## config.mk

```make
export PLATFORM = sky130hd
export DESIGN_NAME = guess_judge
export DESIGN_NICKNAME = d
export VERILOG_FILES = /design/src/rtl/guess_pkg.sv /design/src/rtl/digit_shift_buffer.sv /design/src/rtl/guess_judge.sv
export SDC_FILE = /design/constraint.sdc
export NUM_CORES = 1
export LEC_CHECK = 0
export BUFFER_PORTS_ARGS = -buffer_cell sky130_fd_sc_hd__buf_2
export CAP_MARGIN = 20
export CORE_MARGIN = 5
export CORE_UTILIZATION = 40
export DETAILED_ROUTE_END_ITERATION = 8
export GPL_ROUTABILITY_DRIVEN = 0
export PLACE_DENSITY = 0.67
export SLEW_MARGIN = 30
export SYNTH_ARGS = -nofsm -noshare
export SYNTH_HDL_FRONTEND = slang
export SYNTH_SLANG_ARGS = --single-unit
```

## constraint.sdc

```tcl
create_clock -name clk -period 3.25 [get_ports clk]
set_input_delay 0.325 -clock clk [delete_from_list [all_inputs] [get_ports clk]]
set_output_delay 0.325 -clock clk [all_outputs]
set_load 0.01 [all_outputs]
```

## src/rtl/guess_pkg.sv

```systemverilog
// guess_pkg: shared state encoding and key constants for the guess-number scorer.
package guess_pkg;
    typedef enum logic [2:0] {Q_ENTRY, A_ENTRY, COMPARE, RESULT, WIN} state_t;
    localparam logic [3:0] KEY_CLR_DEFAULT = 4'hC;
    localparam logic [3:0] DIGIT_MAX       = 4'd9;
endpackage

```

## src/rtl/digit_shift_buffer.sv

```systemverilog
// digit_shift_buffer: DIGITS x 4-bit shift register with fill count, clear, full flag and optional duplicate hit.
// Ports: clk, rst (async, active-high); clr empties; push shifts din in; data = stored digits (newest at [0]);
//        cnt = digits stored; full = cnt==DIGITS; hit = din already stored (only when DUP_CHK=1).
module digit_shift_buffer #(
    parameter int DIGITS  = 4,
    parameter bit DUP_CHK = 1'b0
) (
    input  logic                   clk,
    input  logic                   rst,
    input  logic                   clr,
    input  logic                   push,
    input  logic [3:0]             din,
    output logic [DIGITS-1:0][3:0] data,
    output logic [2:0]             cnt,
    output logic                   full,
    output logic                   hit
);
    logic [DIGITS-1:0][3:0] data_q, data_d;
    logic [2:0]             cnt_q, cnt_d;

    always_comb begin
        data_d = data_q;
        cnt_d  = cnt_q;
        if (clr) begin
            data_d = '0;
            cnt_d  = '0;
        end else if (push) begin
            data_d = {data_q[DIGITS-2:0], din};
            cnt_d  = cnt_q + 3'd1;
        end
    end

    // Only the first cnt entries hold real digits; cleared slots read as 0 and must not match.
    always_comb begin
        hit = 1'b0;
        for (int k = 0; k < DIGITS; k++)
            if (DUP_CHK && 3'(k) < cnt_q && data_q[k] == din) hit = 1'b1;
    end

    always_ff @(posedge clk or posedge rst) begin
        if (rst) begin
            data_q <= '0;
            cnt_q  <= '0;
        end else begin
            data_q <= data_d;
            cnt_q  <= cnt_d;
        end
    end

    assign data = data_q;
    assign cnt  = cnt_q;
    assign full = cnt_q == 3'(DIGITS);
endmodule

```

## src/rtl/guess_judge.sv

```systemverilog
// guess_judge: collects a secret and guesses from the keypad and scores each guess serially as xAyB.
// Ports: clk, rst (async, active-high); key_valid/key_code keypad strobe and code;
//        qa_state (1 = secret entry), r_a/r_b score, show (score valid), keypadBuf (last accepted digit),
//        win (high in WIN). Macro GUESS_CNT_EN adds guess_cnt[7:0], a saturating count of scored guesses.
module guess_judge
    import guess_pkg::*;
#(
    parameter int         DIGITS  = 4,
    parameter logic [3:0] KEY_CLR = KEY_CLR_DEFAULT
) (
    input  logic       clk,
    input  logic       rst,
    input  logic       key_valid,
    input  logic [3:0] key_code,
    output logic       qa_state,
    output logic [2:0] r_a,
    output logic [2:0] r_b,
    output logic       show,
    output logic [3:0] keypadBuf,
`ifdef GUESS_CNT_EN
    output logic [7:0] guess_cnt,
`endif
    output logic       win
);
    state_t                 state_q, state_d;
    logic [2:0]             i_q, i_d, j_q, j_d;
    logic [2:0]             acc_a_q, acc_a_d, acc_b_q, acc_b_d;
    logic [2:0]             r_a_q, r_a_d, r_b_q, r_b_d;
    logic                   show_q, show_d;
    logic [3:0]             kb_q, kb_d;
    logic [DIGITS-1:0][3:0] s_data, g_data;
    logic [2:0]             s_cnt, g_cnt;
    logic                   s_full, g_full, s_hit, g_hit;
    logic                   is_digit, is_clr, s_push, s_clr, g_push, g_clr;
    logic [3:0]             s_dig, g_dig;

    assign is_digit = key_valid && key_code <= DIGIT_MAX;
    assign is_clr   = key_valid && key_code == KEY_CLR;
    assign s_push   = state_q == Q_ENTRY && is_digit && !s_hit && !s_full;
    assign s_clr    = is_clr && (state_q == Q_ENTRY || state_q == WIN);
    assign g_push   = state_q == A_ENTRY && is_digit && !g_full;
    // The guess buffer is emptied on leaving RESULT so the next digit starts a fresh guess.
    assign g_clr    = state_q == RESULT || (is_clr && (state_q == A_ENTRY || state_q == WIN));

    digit_shift_buffer #(.DIGITS(DIGITS), .DUP_CHK(1'b1)) u_secret (
        .clk(clk), .rst(rst), .clr(s_clr), .push(s_push), .din(key_code),
        .data(s_data), .cnt(s_cnt), .full(s_full), .hit(s_hit)
    );

    digit_shift_buffer #(.DIGITS(DIGITS), .DUP_CHK(1'b0)) u_guess (
        .clk(clk), .rst(rst), .clr(g_clr), .push(g_push), .din(key_code),
        .data(g_data), .cnt(g_cnt), .full(g_full), .hit(g_hit)
    );

    always_comb begin
        s_dig = '0;
        g_dig = '0;
        for (int k = 0; k < DIGITS; k++) begin
            if (3'(k) == i_q) s_dig = s_data[k];
            if (3'(k) == j_q) g_dig = g_data[k];
        end
    end

    always_comb begin
        state_d = state_q;
        i_d     = i_q;
        j_d     = j_q;
        acc_a_d = acc_a_q;
        acc_b_d = acc_b_q;
        r_a_d   = r_a_q;
        r_b_d   = r_b_q;
        show_d  = show_q;
        kb_d    = (s_push || g_push) ? key_code : kb_q;
        case (state_q)
            Q_ENTRY: if (s_push && s_cnt == 3'(DIGITS-1)) state_d = A_ENTRY;
            A_ENTRY: begin
                if (g_push && g_cnt == '0) show_d = 1'b0;
                if (g_push && g_cnt == 3'(DIGITS-1)) begin
                    state_d = COMPARE;
                    i_d     = '0;
                    j_d     = '0;
                    acc_a_d = '0;
                    acc_b_d = '0;
                end
            end
            COMPARE: begin
                if (s_dig == g_dig) begin
                    acc_a_d = (i_q == j_q) ? acc_a_q + 3'd1 : acc_a_q;
                    acc_b_d = (i_q != j_q) ? acc_b_q + 3'd1 : acc_b_q;
                end
                j_d = (j_q == 3'(DIGITS-1)) ? '0 : j_q + 3'd1;
                i_d = (j_q == 3'(DIGITS-1)) ? i_q + 3'd1 : i_q;
                if (i_q == 3'(DIGITS-1) && j_q == 3'(DIGITS-1)) state_d = RESULT;
            end
            RESULT: begin
                r_a_d   = acc_a_q;
                r_b_d   = acc_b_q;
                show_d  = 1'b1;
                state_d = (acc_a_q == 3'(DIGITS)) ? WIN : A_ENTRY;
            end
            WIN: if (is_clr) begin
                state_d = Q_ENTRY;
                show_d  = 1'b0;
                r_a_d   = '0;
                r_b_d   = '0;
            end
            default: state_d = Q_ENTRY;
        endcase
    end

    always_ff @(posedge clk or posedge rst) begin
        if (rst) begin
            state_q <= Q_ENTRY;
            i_q     <= '0;
            j_q     <= '0;
            acc_a_q <= '0;
            acc_b_q <= '0;
            r_a_q   <= '0;
            r_b_q   <= '0;
            show_q  <= 1'b0;
            kb_q    <= '0;
        end else begin
            state_q <= state_d;
            i_q     <= i_d;
            j_q     <= j_d;
            acc_a_q <= acc_a_d;
            acc_b_q <= acc_b_d;
            r_a_q   <= r_a_d;
            r_b_q   <= r_b_d;
            show_q  <= show_d;
            kb_q    <= kb_d;
        end
    end

`ifdef GUESS_CNT_EN
    logic [7:0] gcnt_q, gcnt_d;

    always_comb begin
        gcnt_d = gcnt_q;
        if (state_q == RESULT && gcnt_q != 8'hFF) gcnt_d = gcnt_q + 8'd1;
        if (state_q == WIN && is_clr) gcnt_d = '0;
    end

    always_ff @(posedge clk or posedge rst) begin
        if (rst) gcnt_q <= '0;
        else     gcnt_q <= gcnt_d;
    end

    assign guess_cnt = gcnt_q;
`endif

    assign qa_state  = state_q == Q_ENTRY;
    assign win       = state_q == WIN;
    assign r_a       = r_a_q;
    assign r_b       = r_b_q;
    assign show      = show_q;
    assign keypadBuf = kb_q;
endmodule

```

==> run summary, run 1 <==
The routed via count divided by cell count came out at 5.36. The post-place setup slack came out at 0.636 ns. The share of synthesized area in the top cell type comes to 0.445. Once placement completed, the tool counted placed cells totaling 510.

The critical path data arrival time came out at 2.90 ns. The via count of the first global-routing pass came out at 2786. The all-layer global routing usage came out at 0.151. The met3 layer wire length in the routed design is 216 um.

The number of primary I/O pins came out at 20. Summed over all nets, wire length on met2 after detailed routing comes to 3630 um. The flow ran to the end, and the final reports show no timing, DRC or antenna violations. The summed negative setup slack over all endpoints came out at 0 ns.

The proportion of layout cells with a drive suffix above 1 is 0.134. The synthesized flop and latch total is 64. The worst max-slew margin expressed relative to the limit came out at 0.509. The CTS tree is built.

Data on the critical path is required at its endpoint by 3.47 ns. After technology mapping, the gate count stands at 400. Setup repair after global routing left no endpoint under its margin. The number of placement rows is 34. The overall power came out at 3.44 mW. The worst hold path belongs to the class primary input to asynchronous set/reset pin. For this design, the CTS-stage hold fixing added 0 buffers. The sum of net half-perimeters after detailed placement came out at 5650 um.

In the routed design, unresolved DRC markers number 0. The detailed router's first-iteration violation count came out at 157. The die covers 11000 um^2. The number of routed nets with antenna violations is 0. During synthesis, Yosys emitted a total of 0 warnings.

The number of port buffers came out at 19. For this run, the post-layout net count is 437. The number of clock buffers inserted by TritonCTS came out at 9.

The share of synthesized area occupied by flip-flops and latches is 0.445. The number of setup buffers added after CTS is 0. For this block, wires on met1 add up to 3780 um. The final-report max-slew violation count is 0.

The final count of hold timing violations is 0. The wire length reported by the detailed router came out at 7800 um. The worst supply voltage drop on vdd came out at 0.000297 V. The final cell utilization of the core came out at 0.453. The number of optimization iterations in the first detailed-route pass came out at 4. The horizontal die dimension came out at 105 um. The via count of the routed design came out at 2812. nand2_1 is the most common cell in the netlist. The transition time at the pin with the least slew margin is 0.731 ns. The area of the mapped netlist came out at 3600 um^2. The number of nets in the synthesized netlist is 424. By area the synthesized netlist is led by dfrtp_1 45%, nand2_1 7.0%, ha_1 5.9%, a21oi_1 5.1%, o21ai_0 3.8%. The average footprint of a synthesized cell is 8.99 um^2. STA classifies the critical path startpoint as a flop. The number of antenna violations at the first check in global routing is 0. The die extent in y is 105 um.

The minimum clock period after layout is 2.68 ns. Across all setup checks in the final design, the least slack found is 0.574 ns. The detail-routed net length per standard cell came out at 14.9 um. The number of different library cells in the post-synthesis netlist came out at 52.

The growth of design area from synthesis to finish came out at 10.3%. The type of element capturing the critical path is a flop. For this run, the top clock speed supported by timing is 0.374 GHz. Clock-pin slew was measured on the worst setup and hold paths at 0.07 ns. The final global-route overflow total is 0. The initial standard-cell utilization of the core came out at 0.410. Counting flops with a built-in enable in the synthesized netlist gives 0.

The area of the placeable core came out at 8760 um^2. The post-CTS resize count came out at 0. The cell leakage power came out at 1.89 nW. The tree built by TritonCTS fans out to 64 sinks.

The number of failing setup endpoints in the final timing report came out at 0. The power per unit of standard cell area is 868 nW/um^2. The maximum clock path buffer count is 2. dfrtp_1 takes more of the synthesized area than any other cell. The latest clock arrival within the worst-skew pair came out at 0.34 ns. Counting flops with an async set or reset pin after synthesis yields a share of 1.00. The clock arrives with 0.00928 ns of skew.

The number of maximum-capacitance violations is 0. Dividing the final minimum period by the clock period gives 0.823. The critical-path maximum fanout is 8. The wire length of the first global-routing pass came out at 13600 um. The count of antenna diodes in the layout came out at 0. The H-tree was split into 3 levels.

The critical path is of the flop to flop type. Clock tree synthesis selected as its root buffer the cell clkbuf_8. The maximum number of pins on one net before global-route repair is 50. In the synthesized netlist the dominant register cell turns out to be dfrtp_1. The final instance count without filler cells is 525. Ranked by instance count, the synthesized netlist is headed by 67 x nand2_1, 64 x dfrtp_1, 37 x a21oi_1, 30 x inv_1, 27 x o21ai_0. Routed signal wires occupy layers up through met4.
==> cell families after synthesis <==
logic type,synth area share
buf+inv,0.0640
fa+ha+maj,0.0591
mux,0.0195
compound gates,0.169
simple gates,0.182
xor+xnor,0.0609
flops,0.445
==> worst max-delay path, stage by stage, from the launching register on <==
cell     delay, ns
dfrtp_1       0.45
ha_1          0.23
ha_1          0.24
nor2_1        0.23
a32oi_1       0.16
xor2_1        0.21
nor4_4        0.53
a21oi_2       0.13
a221o_1       0.37
==> state kept, by name, indices dropped and copies added, names as in the netlist <==
name,count
u_secret.data,16
i_q,3
u_secret.cnt,3
show,1
acc_a_q,3
r_b,3
j_q,3
state_q,3
r_a,3
u_guess.data,16
u_guess.cnt,3
acc_b_q,3
keypadBuf,4
==> final timing paths <==
check | end | slack, ns | depth (start not counted) | startpoint
setup / recovery | acc_a_q[2]$_DFFE_PP0P_ | 0.57 | 8 | i_q[0]$_DFFE_PP0P_
hold / removal | u_guess.data[3]$_DFFE_PP0P_ | 0.06 | 2 | rst
setup reg to reg | acc_a_q[2]$_DFFE_PP0P_ | 0.57 | 8 | i_q[0]$_DFFE_PP0P_
hold reg to reg | keypadBuf[1]$_DFFE_PP0P_ | 0.48 | 2 | keypadBuf[1]$_DFFE_PP0P_
max in group asynchronous | r_a[2]$_DFFE_PP0P_ | 2.60 | 3 | rst
min in group clk | u_guess.data[2]$_DFFE_PP0P_ | 0.32 | 3 | key_code[2]
==> stage by stage <==
stage | hold WS, ns | cell area (um^2)
finish | 0.0610 | 3970
global route | 0.119 | 3970
CTS | 0.0863 | 3970
detailed placement | 0.456 | 3760
global placement | 0.462 | 3750
floorplan | 0.474 | 3600
==> cell type report <==
class                           count  area, um^2
Fill cell                         842        4800
Multi-Input combinational cell    283        1770
Sequential cell                    64        1600
Timing Repair Buffer               25         140
Tap cell                          108         135
Clock buffer                        9         124
Inverter                           30         115
Clock inverter                      6        85.1
==> report_power, final <==
| group | leakage [nW] | switching (mW) | internal, mW | total [mW] |
|---|---|---|---|---|
| Sequential | 0.818 | 0.318 | 1.08 | 1.39 |
| Combinational | 0.974 | 0.742 | 0.564 | 1.31 |
| Clock | 0.101 | 0.320 | 0.425 | 0.745 |
==> layer usage <==
| metal | global-route usage | up-vias |
|---|---|---|
| met5 | 0 | - |
| met4 | 0.0575 | 0 |
| met1 | 0.204 | 1365 |
| li1 | - | 1388 |
| met3 | 0.0308 | 17 |
| met2 | 0.238 | 42 |
==> cells in the final DEF (no fill, tap or decap), types with 5 or more instances in the layout <==
| cell | Yosys | layout |
|---|---|---|
| a21oi_1 | 37 | 37 |
| a22o_1 | 6 | 6 |
| buf_2 | 6 | 19 |
| buf_4 | 4 | 6 |
| clkbuf_8 | 0 | 9 |
| dfrtp_1 | 64 | 64 |
| ha_1 | 17 | 17 |
| inv_1 | 30 | 29 |
| mux2i_1 | 7 | 7 |
| nand2_1 | 67 | 67 |
| nand3_1 | 19 | 19 |
| nor2_1 | 14 | 14 |
| nor2b_1 | 5 | 5 |
| o21ai_0 | 27 | 27 |
| o21ai_1 | 6 | 6 |
| xnor2_1 | 13 | 13 |
| xor2_1 | 12 | 12 |
(Power assumes the default switching activity.)
==> run 2: changes to the inputs <==
clock period = 2.5 ns   (was 3.25 ns; I/O delays follow)
==> run 2 against run 1 <==
Register-to-register slack got worse by 0.57 ns. Setup slack got worse by 0.57 ns. Routed wire length increased by 11%. Critical endpoint is now acc_a_q[0]$_DFFE_PP0P_. Largest cell class unchanged.
==> run summary, run 2 (synthesis gave the netlist of run 1 again) <==
The fraction of power spent switching nets is 0.417. For this design the total switching power over the nets is 2.12 mW. The critical path data arrival time came out at 2.73 ns. The total overflow left after global routing is 0. The power per unit of standard cell area is 1190 nW/um^2.

The clock input transition at the sequential cells of the worst setup and hold paths is 0.08 ns. The run finished with clean final reports. The routed via count divided by cell count is 5.43. After detailed routing, the number of remaining DRC violations is 0. In the final layout, the share of cells above drive strength 1 is 0.230. The net total in the final layout is 453.

The first global-routing pass estimated 14300 um of wire. Measured on the finished design, the core utilization comes to 0.488. The type of element capturing the critical path is a flop. The count of antenna diodes in the layout is 0.

The maximum number of pins on one net before global-route repair is 30. The final-report max-slew violation count came out at 0. The slack of the critical path is 0.00558 ns. Hold timing on the final database bottoms out at a slack of 0.247 ns. Leaving out fill and tap cells, the most frequent cell in the layout is nand2_1. The worst hold path belongs to the class primary input to flop. The via count of the first global-routing pass is 2868.

After filler insertion, the fill cell instance count of the layout stands at 818. The initial utilization of the core area, before any placement, comes to 0.410. The final count of hold timing violations came out at 0. The post-route cell area came out at 4280 um^2. TritonCTS built the clock tree. For the worst-skew pair, the clock arrives at the later sink with an insertion delay of 0.35 ns. Data on the critical path is required at its endpoint by 2.74 ns. No sink is reached through more buffers than the 2 on the longest clock path. The post-place setup slack came out at -0.0632 ns. The sum of net half-perimeters after detailed placement is 6050 um. The worst supply voltage drop on vdd is 0.000497 V.

The final instance count without filler cells came out at 542. The internal power summed over all cells came out at 2.96 mW. For this block, the routed nets add up to 8660 um of wire.

The summed negative setup slack over all endpoints is 0 ns. The total die area came out at 11000 um^2. In the final routed layout, each cell accounts on average for 16.0 um. The number of routed nets with antenna violations is 0. The worst setup path is launched from a flop. The transition time at the pin with the least slew margin is 0.713 ns. The share of total power dissipated in combinational logic is 0.465. The detailed router's first-iteration violation count is 283. The all-layer global routing usage is 0.160. The via count of the routed design is 2942. The number of failing setup endpoints in the final timing report is 0. The first TritonRoute pass finished after 4 iterations. The clock tree synthesis step divided the H-tree into 3 levels. In this run, CTS created clock tree buffers numbering 9. The clock network power share came out at 0.176.

The number of placement rows came out at 34. The die extent in y came out at 105 um. The sequential cell fraction of total power came out at 0.359. The number of maximum-capacitance violations came out at 0. The worst max-slew margin expressed relative to the limit is 0.521. The worst hold path stage count is 3.

The total number of clock tree sinks is 64. The cell leakage power is 1.98 nW. Timing would allow up to 0.401 GHz. The number of cells on the worst reg-to-reg path is 11. The area of the placeable core came out at 8760 um^2. The portion of the clock cycle consumed by the worst path in the final layout came out at 0.998. The cell at the root of the clock tree is clkbuf_8. The growth of design area from synthesis to finish came out at 18.9%.

The number of antenna violations at the first check in global routing is 0. The category of the most critical setup path is flop to flop. In the layout the commonest cells are 67 x nand2_1, 62 x dfrtp_1, 35 x a21oi_1, 27 x inv_1, 22 x o21ai_0. The instance area at placement came out at 3810 um^2.

The final setup skew came out at 0.0104 ns. The number of primary I/O pins is 20. The number of port buffers is 19. The total placed cells including tap cells came out at 517.

The overall power is 5.08 mW. The horizontal die dimension is 105 um. The minimum clock period after layout came out at 2.49 ns. The critical-path maximum fanout came out at 8.
==> run 2: path summary, 6_finish.rpt <==
check / startpoint / to / slack, ns
min in group asynchronous: rst / keypadBuf[2]$_DFFE_PP0P_ / 0.35
worst min register to register: keypadBuf[1]$_DFFE_PP0P_ / keypadBuf[1]$_DFFE_PP0P_ / 0.48
worst min-delay path: key_code[2] / u_guess.data[2]$_DFFE_PP0P_ / 0.25
max in group asynchronous: rst / i_q[1]$_DFFE_PP0P_ / 1.45
worst max register to register: i_q[1]$_DFFE_PP0P_ / acc_a_q[0]$_DFFE_PP0P_ / 0.006
worst max-delay path: i_q[1]$_DFFE_PP0P_ / acc_a_q[0]$_DFFE_PP0P_ / 0.006
==> run 2: area by class of cell <==
| type | count | area, um^2 | area share |
|---|---|---|---|
| Tap cell | 108 | 135 | 0.0316 |
| Clock buffer | 9 | 124 | 0.0290 |
| Sequential cell | 64 | 1600 | 0.375 |
| Clock inverter | 7 | 72.6 | 0.0170 |
| Inverter | 30 | 113 | 0.0263 |
| Multi-Input combinational cell | 283 | 1970 | 0.460 |
| Timing Repair Buffer | 41 | 263 | 0.0614 |
==> run 2: power groups by stage <==
stage | logic [mW] | registers, mW | clock network, mW
after global routing | 2.62 | 1.87 | 0.961
after detailed placement | 1.84 | 1.81 | 0
after floorplan | 1.37 | 1.71 | 0
final | 2.36 | 1.83 | 0.892
after global placement | 1.76 | 1.80 | 0
after CTS | 1.90 | 1.80 | 0.917
==> run 2: what timing repair did <==
action / 4_1_cts / 5_1_grt
buffers inserted: 1 / 7
pin swaps: 2 / 11
hold buffers: 1 / 0
endpoints found under the setup margin: 4 / 5
resized for setup: 8 / 34
endpoints found under the hold margin: 9 / 0
==> run 2: worst max-delay path, cell delays in order (launching register included) <==
cell	delay, ns
dfrtp_2	0.44
buf_4	0.15
ha_4	0.18
a21oi_1	0.10
o21ai_1	0.10
a32oi_2	0.32
xor2_2	0.23
nor4_4	0.05
buf_4	0.16
buf_4	0.13
o2111a_1	0.22
a211o_2	0.30
==> run 2: metal layers <==
metal | up-vias | track usage | part of all wire
met5 | - | 0 | 0
met4 | 0 | 0.0612 | 0.023
met3 | 18 | 0.0388 | 0.036
met2 | 51 | 0.254 | 0.50
met1 | 1455 | 0.212 | 0.44
li1 | 1418 | - | -
==> run 3: changes to the inputs <==
CORE_UTILIZATION = 58   (was 40)
PLACE_DENSITY = 0.76   (was 0.67)
TNS_END_PERCENT = 100   (was not set)
==> run 3 against run 2 <==
Count of clock-buffer cells in the layout is 2 higher. Largest cell class unchanged. Clock skew is 0.00088 ns higher. Via count is 1.8% lower. Power is 6.5% lower. The flow now finishes with violations (hold timing). Critical path depth is 2 lower. Die area is 28% lower. Flip-flop and latch count stayed put. Hold slack worse by 0.26 ns. Critical endpoint is now acc_a_q[2]$_DFFE_PP0P_. First-iteration DRC count is 49% lower. Routed wire length is 5.2% lower. Sequential power hardly changed. Global-route usage is 6.6 points higher.
==> run summary, run 3 (synthesis gave the netlist of run 1 again) <==
The final global-route overflow total came out at 0. Leaving out fill and tap cells, the most frequent cells in the layout are 66 x nand2_1, 62 x dfrtp_1, 34 x a21oi_1, 29 x inv_1, 25 x o21ai_0. The final-report max-slew violation count is 0. STA classifies the critical path startpoint as a flop.

TritonCTS built the clock tree. The number of clock buffers inserted by TritonCTS is 9. The initial utilization of the core area, before any placement, comes to 0.600. The wire length reported by the detailed router is 8210 um.

After clock tree synthesis, the clock-pin slew on the worst setup and hold paths is 0.08 ns. For this design the static power due to leakage is 1.95 nW. The proportion of layout cells with a drive suffix above 1 is 0.196. The die extent in y is 88.8 um. The library cell used most frequently in the layout, excluding fill and tap cells, is nand2_1. The count of antenna diodes in the layout is 0. The critical path starts at j_q[0]$_DFFE_PP0P_. From synthesis to final layout, the design area changed by 13.7%. After detailed routing, the average wire length per cell comes to 16.3 um.

In this run the power spent charging and discharging nets is 1.95 mW. The number of primary I/O pins came out at 20. The final setup skew came out at 0.0113 ns. The sequential cell fraction of total power came out at 0.384. The total placed cells including tap cells is 486. The sum of net half-perimeters after detailed placement is 5820 um. The required time of the worst setup path came out at 2.73 ns. Of the total power, the clock network draws 0.190.

The root buffer cell chosen for the clock tree is clkbuf_8. The quantity of hold-fixing buffers added after cts came out at 0. The number of routed nets with antenna violations came out at 0. The worst supply voltage drop on vdd came out at 0.000580 V. The flow ran to the end, but the final reports show violations. For this block, the initial DRC count from the detailed router was 145.

The critical path data arrival time came out at 2.67 ns. The total number of clock tree sinks is 64. Entering global routing, the biggest net connects 30 pins. The routed via count divided by cell count came out at 5.73.

The number of remaining DRC errors is 0. The floorplan step defined a die boundary enclosing 7880 um^2. The final instance count without filler cells is 504.

The area of the placeable core came out at 5990 um^2. The final cell utilization of the core is 0.683. The power per unit of standard cell area came out at 1160 nW/um^2. The minimum clock period after layout is 2.44 ns.

The horizontal die dimension is 88.8 um. The net count of the finished layout is 448. Final hold analysis gives a worst-case slack of -0.0104 ns. The maximum clock path buffer count came out at 2. The combinational cell fraction of total power is 0.426. The later pin in the worst-skew pair is clocked with a latency of 0.35 ns.

The number of port buffers came out at 19. The kind of path behind the tightest hold check is primary input to asynchronous set/reset pin. Max-cap violations in this run came to 0. The via count of the routed design came out at 2889. The number of optimization iterations in the first detailed-route pass is 4.

Dividing the final minimum period by the clock period gives 0.977. The final reports fail on hold timing. The via count of the first global-routing pass is 2826.

The maximum clock rate came out at 0.409 GHz. The internal power summed over all cells is 2.80 mW. In this run the tightest slew margin relative to its limit is 0.561. The fraction of power spent switching nets came out at 0.410. The number of antenna violations at the first check in global routing is 0. STA classifies the critical path endpoint as a flop.

The transition time at the pin with the least slew margin came out at 0.657 ns. The wire length of the first global-routing pass came out at 13600 um. Across every metal layer, demand over resource in global routing totals 0.226. The critical-path maximum fanout came out at 5. The worst register-to-register path begins at j_q[0]$_DFFE_PP0P_. The final count of hold timing violations is 11. The clock tree synthesis step divided the H-tree into 3 levels.

The number of failing setup endpoints in the final timing report came out at 0. The number of placement rows is 28. The setup path with the least slack is of type flop to flop.
run 3: cell types whose count changed in the layout (fill, tap and decap cells not counted), moves of 3 or more:
cell	previous run	this run
o21ai_0	22	25
a32oi_1	0	3
xor2_1	8	11
xor2_2	4	1
buf_4	21	16
ha_4	5	0
ha_1	9	12
run 3: final timing paths:
path	to	slack, ns	cells after the start
max in group asynchronous	acc_a_q[0]$_DFFE_PP0P_	1.93	3
min reg2reg	keypadBuf[3]$_DFFE_PP0P_	0.48	2
min in group clk	u_guess.data[2]$_DFFE_PP0P_	0.24	3
max reg2reg	acc_a_q[2]$_DFFE_PP0P_	0.06	9
max	acc_a_q[2]$_DFFE_PP0P_	0.06	9
min	u_guess.data[1]$_DFFE_PP0P_	-0.01	2
run 3: per-stage QoR:
stage                     area, um^2  TNS (ns)  total power [mW]  setup slack (ns)  hold WS [ns]
after global placement          3790         0              3.56             0.113         0.384
final                           4090         0              4.75            0.0571       -0.0104
after floorplan                 3600         0              3.09             0.150         0.474
after CTS                       3990         0              4.56            0.0235       0.00827
after detailed placement        3790         0              3.65            0.0381         0.384
after global routing            4090   -0.0177              5.10           -0.0172        0.0415
run 3: area by class of cell:
type / count / area (um^2)
Clock buffer: 11 / 141
Clock inverter: 5 / 56.3
Fill cell: 474 / 1900
Inverter: 30 / 113
Multi-Input combinational cell: 283 / 1850
Sequential cell: 64 / 1600
Tap cell: 75 / 93.8
Timing Repair Buffer: 36 / 235
run 3: routing by layer:
layer  wire (um)  part of all wire  global-route usage
met5           0                 0                   0
met4         142             0.017              0.0783
met3         347             0.042              0.0531
met2        4000              0.49               0.357
met1        3720              0.45               0.304
run 3: power groups by stage:
stage               registers (mW)  logic, mW  clock network (mW)
finish                        1.83       2.02               0.901
global route                  1.87       2.27               0.966
CTS                           1.80       1.85               0.914
detailed placement            1.82       1.83                   0
global placement              1.80       1.76                   0
floorplan                     1.71       1.37                   0
run 3: worst max-delay path, stage by stage, from the launching register on:
cell and delay (ns):
dfrtp_1 0.43, buf_4 0.15, ha_1 0.22, or2_4 0.27, a21oi_4 0.11, a22oi_2 0.08, xor2_2 0.18, nor4_4 0.44
a21oi_2 0.11, a221o_1 0.33
run 3: timing repair:
action / in CTS / in global routing
setup buffers: 0 / 2
gates resized for setup: 0 / 22
endpoints found under the setup margin: 0 / 6
